[config.mk]
export PLATFORM = sky130hd
export DESIGN_NAME = m_issue
export DESIGN_NICKNAME = d
export VERILOG_FILES = /design/src/rtl/m_pkg.sv /design/src/rtl/m_decode.sv /design/src/rtl/m_issue.sv
export SDC_FILE = /design/constraint.sdc
export NUM_CORES = 1
export LEC_CHECK = 0
export CAP_MARGIN = 5
export CORE_ASPECT_RATIO = 1.75
export CORE_MARGIN = 1.5
export CORE_UTILIZATION = 45
export CTS_BUF_LIST = sky130_fd_sc_hd__clkbuf_4 sky130_fd_sc_hd__clkbuf_8
export DETAILED_ROUTE_END_ITERATION = 7
export PLACE_DENSITY = 0.84
export SLEW_MARGIN = 40
export SYNTH_ARGS = -nofsm -noshare
export SYNTH_HDL_FRONTEND = slang
export SYNTH_SLANG_ARGS = --single-unit
[constraint.sdc]
create_clock -name i_clk -period 6.8 [get_ports i_clk]
set_input_delay 1.36 -clock i_clk [delete_from_list [all_inputs] [get_ports i_clk]]
set_output_delay 1.36 -clock i_clk [all_outputs]
set_load 0.01 [all_outputs]
[src/rtl/m_pkg.sv]
// Shared types and constants for the RV32M issue/writeback sequencer.
package m_pkg;

    // Major opcode of register-register ALU ops and funct7 of the M extension
    localparam logic [6:0] OPC_OP    = 7'b0110011;
    localparam logic [6:0] F7_MULDIV = 7'b0000001;

    // Operation codes understood by the execution unit; NONE keeps it idle
    typedef enum logic [3:0] {
        CON_NONE   = 4'b0000,
        CON_MUL    = 4'b0001,
        CON_MULH   = 4'b0010,
        CON_MULHU  = 4'b0011,
        CON_MULHSU = 4'b0100,
        CON_DIV    = 4'b1000,
        CON_DIVU   = 4'b1001,
        CON_REM    = 4'b1010,
        CON_REMU   = 4'b1011
    } mul_con_e;

    // Sequencer states
    typedef enum logic [1:0] {
        ST_IDLE = 2'd0,
        ST_ARM  = 2'd1,
        ST_EXEC = 2'd2,
        ST_WB   = 2'd3
    } m_issue_state_e;

endpackage

[src/rtl/m_decode.sv]
// Combinational RV32M decoder: recognises M instructions and maps funct3 to
// the execution unit operation code.
module m_decode
    import m_pkg::*;
(
    input  logic [31:0] i_instr,
    output logic        o_is_m,
    output logic [3:0]  o_mul_con,
    output logic [4:0]  o_rd
);

    mul_con_e w_con;
    logic     w_unused;

    // Source register fields are not needed: operands arrive already forwarded
    assign w_unused = ^i_instr[24:15];

    // funct3 to operation code translation
    always_comb begin
        w_con = CON_NONE;
        case (i_instr[14:12])
            3'b000:  w_con = CON_MUL;
            3'b001:  w_con = CON_MULH;
            3'b010:  w_con = CON_MULHSU;
            3'b011:  w_con = CON_MULHU;
            3'b100:  w_con = CON_DIV;
            3'b101:  w_con = CON_DIVU;
            3'b110:  w_con = CON_REM;
            3'b111:  w_con = CON_REMU;
            default: w_con = CON_NONE;
        endcase
    end

    assign o_is_m    = (i_instr[6:0] == OPC_OP) && (i_instr[31:25] == F7_MULDIV);
    assign o_mul_con = o_is_m ? w_con : CON_NONE;
    assign o_rd      = i_instr[11:7];

endmodule

[src/rtl/m_issue.sv]
// Issue/writeback sequencer in front of the M-extension execution unit.
// Holds one operation at a time, stalls the pipeline while it runs, and
// hands the result (or a timeout error) to writeback with ready/valid.
module m_issue
    import m_pkg::*;
#(
    parameter int TIMEOUT_CYCLES = 128
) (
    input  logic        i_clk,
    input  logic        i_rst_n,
    input  logic        i_instr_valid,
    input  logic [31:0] i_instr,
    input  logic [31:0] i_rs1_data,
    input  logic [31:0] i_rs2_data,
    input  logic        i_flush,
    output logic        o_stall,
    output logic [31:0] o_mu_operand_a,
    output logic [31:0] o_mu_operand_b,
    output logic [3:0]  o_mu_con,
    output logic        o_mu_flush,
    input  logic [31:0] i_mu_result,
    input  logic        i_mu_done,
    output logic        o_wb_valid,
    input  logic        i_wb_ready,
    output logic [4:0]  o_wb_rd,
    output logic [31:0] o_wb_data,
    output logic        o_wb_err
);

    localparam int CW = $clog2(TIMEOUT_CYCLES);
    localparam logic [CW-1:0] CNT_LAST = CW'(TIMEOUT_CYCLES - 1);

    m_issue_state_e r_state;
    logic [CW-1:0]  r_cnt;
    logic [31:0]    r_op_a;
    logic [31:0]    r_op_b;
    logic [3:0]     r_mu_con;
    logic           r_mu_flush;
    logic           r_wb_valid;
    logic [4:0]     r_wb_rd;
    logic [31:0]    r_wb_data;
    logic           r_wb_err;

    logic           w_is_m;
    logic [3:0]     w_mul_con;
    logic [4:0]     w_rd;
    logic           w_accept;

    m_decode u_decode (
        .i_instr   (i_instr),
        .o_is_m    (w_is_m),
        .o_mul_con (w_mul_con),
        .o_rd      (w_rd)
    );

    assign w_accept = i_instr_valid && w_is_m && !i_flush;

    // The stall must reach upstream in the acceptance cycle, so it is not registered
    assign o_stall = (r_state != ST_IDLE) || (i_instr_valid && w_is_m);

    // Sequencer FSM with all unit-facing and writeback outputs registered
    always_ff @(posedge i_clk) begin
        if (!i_rst_n) begin
            r_state    <= ST_IDLE;
            r_cnt      <= '0;
            r_op_a     <= 32'd0;
            r_op_b     <= 32'd0;
            r_mu_con   <= CON_NONE;
            r_mu_flush <= 1'b0;
            r_wb_valid <= 1'b0;
            r_wb_rd    <= 5'd0;
            r_wb_data  <= 32'd0;
            r_wb_err   <= 1'b0;
        end else if (i_flush && (r_state != ST_IDLE)) begin
            // Redirect cancels the in-flight operation; no writeback follows
            r_state    <= ST_IDLE;
            r_op_a     <= 32'd0;
            r_op_b     <= 32'd0;
            r_mu_con   <= CON_NONE;
            r_mu_flush <= 1'b1;
            r_wb_valid <= 1'b0;
        end else begin
            r_mu_flush <= 1'b0;
            case (r_state)
                ST_IDLE: begin
                    if (w_accept) begin
                        r_state  <= ST_ARM;
                        r_op_a   <= i_rs1_data;
                        r_op_b   <= i_rs2_data;
                        r_mu_con <= w_mul_con;
                        r_wb_rd  <= w_rd;
                        r_cnt    <= '0;
                    end else begin
                        r_state  <= ST_IDLE;
                    end
                end
                ST_ARM: begin
                    // done may still be asserted from the previous operation
                    r_state <= ST_EXEC;
                end
                ST_EXEC: begin
                    if (i_mu_done) begin
                        r_wb_data  <= i_mu_result;
                        r_wb_err   <= 1'b0;
                        r_wb_valid <= 1'b1;
                        r_mu_con   <= CON_NONE;
                        r_state    <= ST_WB;
                    end else if (r_cnt == CNT_LAST) begin
                        r_wb_data  <= 32'd0;
                        r_wb_err   <= 1'b1;
                        r_wb_valid <= 1'b1;
                        r_mu_con   <= CON_NONE;
                        r_state    <= ST_WB;
                    end else begin
                        // Never passes CNT_LAST, so the counter cannot wrap
                        r_cnt <= r_cnt + 1'b1;
                    end
                end
                ST_WB: begin
                    if (i_wb_ready) begin
                        r_wb_valid <= 1'b0;
                        r_op_a     <= 32'd0;
                        r_op_b     <= 32'd0;
                        r_state    <= ST_IDLE;
                    end else begin
                        r_state    <= ST_WB;
                    end
                end
                default: begin
                    r_state    <= ST_IDLE;
                    r_mu_con   <= CON_NONE;
                    r_wb_valid <= 1'b0;
                end
            endcase
        end
    end

    assign o_mu_operand_a = r_op_a;
    assign o_mu_operand_b = r_op_b;
    assign o_mu_con       = r_mu_con;
    assign o_mu_flush     = r_mu_flush;
    assign o_wb_valid     = r_wb_valid;
    assign o_wb_rd        = r_wb_rd;
    assign o_wb_data      = r_wb_data;
    assign o_wb_err       = r_wb_err;

endmodule

==> metrics.txt <==
global-route total usage across every layer 26.8%; number of cells on the worst hold path 2; crit path cell chain clkdlybuf4s50_1 > or4_4 > nor4_1 > nand2b_1 > clkdlybuf4s50_1; number of antenna violations at the first check in global routing 0; Final period util 71.6%; internal portion of total power 1.13 mW; number of global-route vias before repair 5394; clock group share of total power 45.0%; clock-pin slew on the worst setup and hold paths 0.06 ns; average detailed-routed wire length per instance 18.1 um; number of flops mapped to enable cells by yosys 0; Die Span Y 143 um; Synth top area share 46.5%; number of buffers between clock root and the deepest sink 2; sum of buffers and inverters on the critical path 2; area enclosed by the die boundary 11900 sq um; commonest non-fill, non-tap cell in the layout sky130_fd_sc_hd__clkdlybuf4s50_1; maximum fanout along the worst path 3; switching part of the total power 22.2%; Primary FF master, synth sky130_fd_sc_hd__dfxtp_1; initial DRC count 235; Mean Syn Cell Area 8.80 sq um; DRT Pass-1 Iters 5; worst-margin pin slew 0.811 ns; chip width 83.0 um; result of the run completed; Worst Setup Start Kind primary input; combinational share of power 8.1%; wire length of the first global-routing pass 26.1 mm; number of resized instances in the post-cts repair step 0; Min Hold Slack 0.469 ns; WL final 16.5 mm; dominant cell type by area after synthesis sky130_fd_sc_hd__dfxtp_1; area taken by multi-input logic gates 2420 sq um; leakage component of the power 2.42 nW; post-detailed-route DRC marker count 0; TritonCTS Buffers 17; effective utilization at floorplan 45.7%; placed standard-cell area 7350 sq um; total net switching power 0.324 mW; area share of fa/ha/maj cells after synthesis 0.496%; sort of element at the end of the critical path output pin; clock period minus final worst setup slack 4.87 ns; placed wire-length estimate 11.1 mm; area delta synth->final 54.1%; main area contributors after synthesis sky130_fd_sc_hd__dfxtp_1 46%, sky130_fd_sc_hd__a21oi_1 11%, sky130_fd_sc_hd__nand3_1 11%; area fraction in and, or, nand and nor cells after synthesis 16.0%; fraction of layout instances using a drive strength above 1 10.4%; net count after synthesis 709; maximum clock frequency 0.206 GHz; clock tree skew after final layout 0.00865 ns; depth of the most critical reg-to-reg path 6; Synthesis Warnings 0; count of final max-slew check failures 0; nets@finish 902; class of the tightest hold or removal check flop to flop; cell occurring most often along the worst timing path sky130_fd_sc_hd__clkdlybuf4s50_1; Post-Synthesis Cell Area 5040 sq um; WP data required 5.44 ns; critical path's largest stage delay 0.57 ns; register bit count reported by yosys 117; pin count of the biggest net entering global routing 78; filler cell count 824; # diodes 0; Routability Congestion 0.896; sequential cell area 2340 sq um; largest family of logic cells by synthesized area compound AO/OA/AOI/OAI gates; final-report hold violation count 0; cell depth of the worst setup path 5; setup total negative slack 0 ns; sequential cell fraction of total power 47.0%; delay-heaviest family, CP simple AND/OR/NAND/NOR gates; standard-cell rows 51; proportion of synthesized area in mux cells 0.422%; via count normalized by instance count 5.92; hold-fix buffers at CTS 0; clock network latency to the later pin of the worst-skew pair 0.42 ns; vias post-DR 5397; power per unit of standard cell area 188 nW/um^2; VDD IR max 0.178 mV; H-tree levels 4; area of the core 11000 sq um; unrepaired setup endpoints after global routing false; IO Port Bufs 232; worst endpoint data arrival time 3.51 ns; TritonCTS clock tree yes; count of distinct cell types in the synthesized netlist 42; post-synthesis cell count 573; endpoints failing setup 0; XOR/XNOR share of the synthesized area 0%; total global routing overflow 0; worst setup path class primary input to output pin; I/O pin count 243; compound-cell area share of the yosys netlist 30.2%; # Max-Cap Violations 0; Final Instance Area 7770 sq um; headroom to the max-slew limit 46.0%; Antenna Nets Post-Route 0; post-route total power 1.46 mW; clock tree root buffer cell sky130_fd_sc_hd__clkbuf_8; Crit-path slowest cell sky130_fd_sc_hd__or4_4; commonest non-fill, non-tap cells in the layout 232 x sky130_fd_sc_hd__clkdlybuf4s50_1, 117 x sky130_fd_sc_hd__dfxtp_1, 108 x sky130_fd_sc_hd__a21oi_1; buffers inserted by post-CTS timing repair 0; post-synthesis sequential area ratio 46.5%; fraction of registers with async set or reset after synthesis 0%; sinks on the clock net 117
[Yosys cell counts (all sizes together) (5+ instances only)]
master    n
clkbuf   50
nor2      5
buf      18
o211ai   64
nand2    10
a21oi   108
nand3   107
dfxtp   117
nand2b    5
o21ai    41
[flip-flops by register name, indices dropped and copies added (netlist names)]
register        count
o_mu_con            4
o_mu_flush          1
o_mu_operand_a     32
o_mu_operand_b     32
o_wb_data          32
o_wb_err            1
o_wb_rd             5
o_wb_valid          1
r_cnt               7
r_state             2
[cell families after synthesis]
logic type / count (synthesis)
AOI/OAI and AO/OA: 232
adders and majority gates: 2
buffers and inverters: 70
DFF: 117
muxes: 2
and+or+nand+nor: 150
[path summary, 6_finish.rpt]
check | endpoint | slack [ns] | from
max reg2reg | o_mu_con[0] | 4.55 | r_cnt[0]
max | o_stall | 1.93 | i_instr[28]
min reg2reg | o_mu_operand_b[16] | 0.47 | o_mu_operand_b[16]
min | o_mu_operand_b[16] | 0.47 | o_mu_operand_b[16]
[worst reg2reg max path, delay by kind of cell (launching register included)]
family	cells	cell delay, ns
AOI/OAI and AO/OA	3	0.90
buffers and inverters	1	0.39
DFF	1	0.35
adders and majority gates	1	0.27
and+or+nand+nor	1	0.25
[routing by layer]
metal	part of all wire (%)	global-route usage (%)	up-vias
li1	-	-	2529
met1	35	28.3	2588
met2	55	49.5	246
met3	7.5	8.38	34
met4	2.3	10.2	0
met5	0	0	-
[cell type report]
cell class / instances / share of cell area (%)
timing repair buffer: 242 / 31.1
tap: 132 / 2.13
inverter: 2 / 0.0966
multi-input combinational: 386 / 31.2
clock buffer: 24 / 4.09
sequential: 117 / 30.1
clock inverter: 8 / 1.24
[stage by stage]
stage / utilization, % / setup slack [ns] / instances
floorplan: - / 3.05 / 573
global placement: 66.3 / 2.04 / 878
detailed placement: 66.6 / 1.94 / 879
CTS: 70.3 / 1.93 / 911
global route: 70.4 / 1.83 / 911
finish: 70.4 / 1.93 / 911
[power by group through the flow]
stage | clock, mW | combinational (mW) | sequential [mW]
6_report | 0.656 | 0.118 | 0.685
5_1_grt | 0.694 | 0.124 | 0.685
4_1_cts | 0.667 | 0.117 | 0.685
3_5_place_dp | 0 | 0.116 | 0.701
3_3_place_gp | 0 | 0.114 | 0.701
2_1_floorplan | 0 | 0.0330 | 0.701
No activity file was read; power rests on OpenSTA's default activity.
